`src/rtl/df_edge_sched_pkg.sv`:
```
// df_edge_sched_pkg: shared constants and state encoding for the deblocking-filter edge scheduler
//   DF_N_EDGE / DF_N_SUB : edge slots per MB and rows (cycles) per edge
//   DF_LAST_EDGE         : index of the final edge slot
//   df_sched_state_e     : scheduler FSM states
package df_edge_sched_pkg;
    localparam int         DF_N_EDGE    = 48;
    localparam int         DF_N_SUB     = 4;
    localparam logic [5:0] DF_LAST_EDGE = 6'd47;

    typedef enum logic {
        DF_SCHED_IDLE = 1'b0,
        DF_SCHED_RUN  = 1'b1
    } df_sched_state_e;
endpackage

```
`src/rtl/df_edge_sched_cnt.sv`:
```
// df_edge_cnt: edge/row counter pair walking the DF read side through one MB
//   clk, reset_n : clock, asynchronous active-low reset
//   clr          : force both counters to 0 (dominates adv)
//   adv          : advance one row; row wraps into the next edge
//   edge_idx     : current edge slot
//   sub_idx      : row within the edge
//   last         : counters sit on the final row of the MB
module df_edge_cnt
    import df_edge_sched_pkg::*;
#(
    parameter logic [5:0] LAST_EDGE = DF_LAST_EDGE,
    parameter logic [1:0] LAST_SUB  = 2'(DF_N_SUB - 1)
) (
    input  logic       clk,
    input  logic       reset_n,
    input  logic       clr,
    input  logic       adv,
    output logic [5:0] edge_idx,
    output logic [1:0] sub_idx,
    output logic       last
);
    logic [5:0] edge_q, edge_d;
    logic [1:0] sub_q, sub_d;
    logic       sub_wrap;

    always_comb begin
        sub_wrap = sub_q == LAST_SUB;
        sub_d    = clr ? 2'd0 : adv ? (sub_wrap ? 2'd0 : sub_q + 2'd1) : sub_q;
        edge_d   = clr ? 6'd0 : (adv && sub_wrap) ? edge_q + 6'd1 : edge_q;
    end

    always_ff @(posedge clk or negedge reset_n) begin
        if (!reset_n) begin
            edge_q <= 6'd0;
            sub_q  <= 2'd0;
        end else begin
            edge_q <= edge_d;
            sub_q  <= sub_d;
        end
    end

    assign edge_idx = edge_q;
    assign sub_idx  = sub_q;
    assign last     = sub_wrap && (edge_q == LAST_EDGE);
endmodule

```
`src/rtl/df_edge_sched.sv`:
```
// df_edge_sched: deblocking-filter edge scheduler and ping-pong RAM swap controller
//   clk, reset_n        : clock, asynchronous active-low reset
//   rec_mb_done         : reconstruction finished writing an MB (pulse)
//   df_ready            : downstream filter accepts the current row
//   end_of_MB_DEC       : RAM select swap pulse
//   DF_edge_counter_MR  : current edge slot
//   one_edge_counter_MR : row within edge
//   df_active           : counters valid this cycle
//   df_row_valid        : df_active delayed one cycle
//   df_mb_done          : pulse after the final row handshake of an MB
//   rec_stall           : reconstruction must hold off the next MB
//   ovf_err             : sticky, a completion arrived while a swap was already pending
module df_edge_sched
    import df_edge_sched_pkg::*;
#(
    parameter int N_EDGE = DF_N_EDGE,
    parameter int N_SUB  = DF_N_SUB
) (
    input  logic       clk,
    input  logic       reset_n,
    input  logic       rec_mb_done,
    input  logic       df_ready,
    output logic       end_of_MB_DEC,
    output logic [5:0] DF_edge_counter_MR,
    output logic [1:0] one_edge_counter_MR,
    output logic       df_active,
    output logic       df_row_valid,
    output logic       df_mb_done,
    output logic       rec_stall,
    output logic       ovf_err
);
    df_sched_state_e state_q, state_d;
    logic pend_q, pend_d, ovf_q, ovf_d, eom_q, eom_d;
    logic active_q, active_d, row_valid_q, mb_done_q, mb_done_d;
    logic run, last_hs, swap, cnt_clr, cnt_adv, cnt_last;

    df_edge_cnt #(
        .LAST_EDGE(6'(N_EDGE - 1)),
        .LAST_SUB (2'(N_SUB - 1))
    ) u_cnt (
        .clk     (clk),
        .reset_n (reset_n),
        .clr     (cnt_clr),
        .adv     (cnt_adv),
        .edge_idx(DF_edge_counter_MR),
        .sub_idx (one_edge_counter_MR),
        .last    (cnt_last)
    );

    always_ff @(posedge clk or negedge reset_n) begin
        if (!reset_n) begin
            state_q     <= DF_SCHED_IDLE;
            pend_q      <= 1'b0;
            ovf_q       <= 1'b0;
            eom_q       <= 1'b0;
            active_q    <= 1'b0;
            row_valid_q <= 1'b0;
            mb_done_q   <= 1'b0;
        end else begin
            state_q     <= state_d;
            pend_q      <= pend_d;
            ovf_q       <= ovf_d;
            eom_q       <= eom_d;
            active_q    <= active_d;
            row_valid_q <= active_q;
            mb_done_q   <= mb_done_d;
        end
    end

    // A pending or coincident completion turns the final row straight into the next swap
    always_comb begin
        run     = state_q == DF_SCHED_RUN;
        last_hs = run && df_ready && cnt_last;
        swap    = (!run && rec_mb_done) || (last_hs && (pend_q || rec_mb_done));
        state_d = swap ? DF_SCHED_RUN : last_hs ? DF_SCHED_IDLE : state_q;
    end

    // The final-row swap consumes any pending completion, so pend never survives it
    always_comb begin
        cnt_clr   = !run || last_hs;
        cnt_adv   = run && df_ready;
        pend_d    = last_hs ? 1'b0 : (run && rec_mb_done) ? 1'b1 : pend_q;
        ovf_d     = ovf_q || (rec_mb_done && pend_q);
        eom_d     = swap;
        active_d  = state_d == DF_SCHED_RUN;
        mb_done_d = last_hs;
    end

    assign end_of_MB_DEC = eom_q;
    assign df_active     = active_q;
    assign df_row_valid  = row_valid_q;
    assign df_mb_done    = mb_done_q;
    assign rec_stall     = pend_q;
    assign ovf_err       = ovf_q;
endmodule

```
`config.mk`:
```
export PLATFORM = sky130hd
export DESIGN_NAME = df_edge_sched
export DESIGN_NICKNAME = d
export VERILOG_FILES = /design/src/rtl/df_edge_sched_pkg.sv /design/src/rtl/df_edge_sched_cnt.sv /design/src/rtl/df_edge_sched.sv
export SDC_FILE = /design/constraint.sdc
export NUM_CORES = 1
export LEC_CHECK = 0
export ABC_CLOCK_PERIOD_IN_PS = 2200
export BUFFER_PORTS_ARGS = -buffer_cell sky130_fd_sc_hd__clkbuf_2
export CAP_MARGIN = 20
export CORE_MARGIN = 3
export CORE_UTILIZATION = 49
export CTS_CLUSTER_DIAMETER = 100
export DETAILED_ROUTE_END_ITERATION = 6
export PLACE_DENSITY = 0.8
export SYNTH_ARGS = -nofsm -noshare
export SYNTH_HDL_FRONTEND = slang
export SYNTH_SLANG_ARGS = --single-unit
```
`constraint.sdc`:
```
create_clock -name clk -period 2.2 [get_ports clk]
set_clock_uncertainty 0.15 [all_clocks]
set_input_delay 0.44 -clock clk [delete_from_list [all_inputs] [get_ports clk]]
set_output_delay 0.44 -clock clk [all_outputs]
set_load 0.02 [all_outputs]
```
==> flow_summary.ini <==
[power]
ir_drop_mv = 0.6364
power_w = 0.0008904
power_density_mw_per_mm2 = 1108
p_leak_nw = 0.3814

[die]
die_h_um = 42.96
die_width_um = 42.96
start_util_pct = 56.43
rows = 12
dieArea_sq_mm = 0.001846
io-pin-count = 18
coreArea_sq_mm = 0.001186

[final_layout]
synthToLayoutAreaGrowth_pct = 20.00
antenna_cells = 0
seq_area_sq_um = 350.3
final_cell_count_no_fill = 99
nFillCells = 94
multi_input_area_sq_um = 281.5
drive_gt1_share_pct = 29.41
final_nets = 92

[worst_hold_path]
hold_path_class = input pin to flop

[drt]
avgRoutedWirePerCell_um = 14.51
wirelength_um = 1436
viasPerCell = 5.687
drtIter0Drc = 19
first_pass_iters = 4
drcViolationCount = 0
vias = 563
ant_nets = 0

[timing]
final.min_clock_period_ps = 1810
slew_viol_final = 0
rsz0062_at_grt = no
worstMarginPinSlew_ps = 388.0
max_freq_mhz = 552.4
maxSlewHeadroom_pct = 73.79
fin_hold_ws_ps = 264.4
setup_ws_ps = 389.6
min_period_over_period_pct = 82.29
setup_tns_ps = 0
setup_viol = 0
finalHoldViolations = 0

[cts]
cts_made_buffers = 3
insertion_delay_ps = 280
cts_resized = 0
cts_sinks = 14
cts_root_buf = clkbuf_4
cts_setup_buffers = 0
clockBufferDepth = 2
ctsHoldBuffers = 1
h-tree-depth = 1
cts_tree = built
cts.clk_slew.worst_paths_ps = 90

[global_routing]
grt_antenna_before_repair = 0
grt_usage_pct = 17.24
grt_pass1_wl_um = 2408
grt_pass1_vias = 562
grt_start_max_net_pins = 15
grt_overflow_total = 0

[critical_path]
cp-start-kind = flop
crit_arrival_ps = 1870
crit_fanout = 7
cp-end-kind = flop
crit_type = flop to flop
required_ps = 2260

[synth]
ys_seq_area_share_pct = 52.34
synth_top_area_share_pct = 52.34
ys_types = 27
syn_nets = 70
yosysTopAreaCell = dfrtp_1
netlist_instances = 64
syn_area_sq_um = 669.4
synth_edf_count = 0
yosys_warnings = 0
ys_top_cells_by_area = dfrtp_1, ha_1, buf_6
avgSynthCellArea_sq_um = 10.46
ys.flop_type = dfrtp_1
async_reset_ff_share_pct = 100.0
ys_ff_latch = 14

[placed_design]
gp_congestion = 0.7799
numPortBuffers = 17
dp_slack_ps = 415.6
dp.cells = 94
hpwl_um = 1009

[run]
cap_viol_max_count = 0

[run_status]
status = complete, no violations
## per-layer routing
metal | GRT usage, % | up-vias | wire length (um)
li1 | - | 274 | -
met1 | 21.22 | 264 | 680
met2 | 26.95 | 21 | 651
met3 | 5.085 | 4 | 84
met4 | 9.036 | 0 | 20
met5 | 0 | - | 0
## cell usage after synthesis, types with 2 or more instances
cell,n
buf_6,2
nor2_1,5
xor2_1,2
ha_1,2
nand3_1,4
a21oi_1,4
inv_1,4
nand3b_1,2
nand2_1,5
nor3_1,2
dfrtp_1,14
o21ai_0,3
## stage by stage
stage	area [sq um]	utilization, %
floorplan	669.4	-
CTS	803.3	67.72
finish	803.3	67.72
global route	803.3	67.72
global placement	757.0	63.82
detailed placement	757.0	63.82
## kinds of logic (layout without fill, tap and decap cells)
group	count (synthesis)	count (layout)	synth area share (%)
adders and majority gates	2	2	3.738
xor gates and xnor gates	2	2	2.617
and+or+nand+nor	24	24	20.00
muxes	1	1	1.495
DFF	14	14	52.34
buffers and inverters	6	27	5.607
AOI/OAI and AO/OA	15	15	14.21
## sequential cells by signal, summed over array words and instances, names as in the netlist
| register | count |
|---|---|
| u_cnt.edge_idx | 6 |
| end_of_MB_DEC | 1 |
| df_row_valid | 1 |
| df_active | 1 |
| rec_stall | 1 |
| df_mb_done | 1 |
| ovf_err | 1 |
| u_cnt.sub_idx | 2 |
## power by group
| group | leakage (nW) | internal [W] | switching [W] |
|---|---|---|---|
| clock network | 0.0210 | 0.000101 | 0.0000848 |
| registers | 0.158 | 0.000314 | 0.0000708 |
| logic | 0.203 | 0.000118 | 0.000202 |
## worst paths after layout
check	start	endpoint	slack, ps	cells after the start
setup / recovery	u_cnt.sub_idx[0]	u_cnt.edge_idx[5]	390	4
hold / removal	rec_mb_done	ovf_err	260	2
setup reg to reg	u_cnt.sub_idx[0]	u_cnt.edge_idx[5]	390	4
hold reg to reg	ovf_err	ovf_err	310	1
max in group asynchronous	reset_n	df_mb_done	1210	2
min in group asynchronous	reset_n	df_row_valid	440	2
## layout make-up
class                   instances  area share [%]
flip-flops and latches         14           43.61
clock buffers                   4           4.517
repair buffers                 19           12.77
inverters                       4           1.869
well taps                      14           2.181
multi-input cells              44           35.05
## placed cells by master (no fill, tap or decap), drive strengths merged, types with 2 or more instances in the layout
cell	n
nand3b	2
inv	4
nand3	4
nand2	5
dfrtp	14
o21ai	3
ha	2
clkbuf	21
a21oi	4
nand4	2
nor2	5
nor3	2
xor2	2
## worst max-delay path, cell delays in order, from the launching register on
cell and delay [ps]:
dfrtp_1 390, ha_1 310, nand4_2 200, or4_1 530
a31oi_1 170
(Power assumes the default switching activity.)
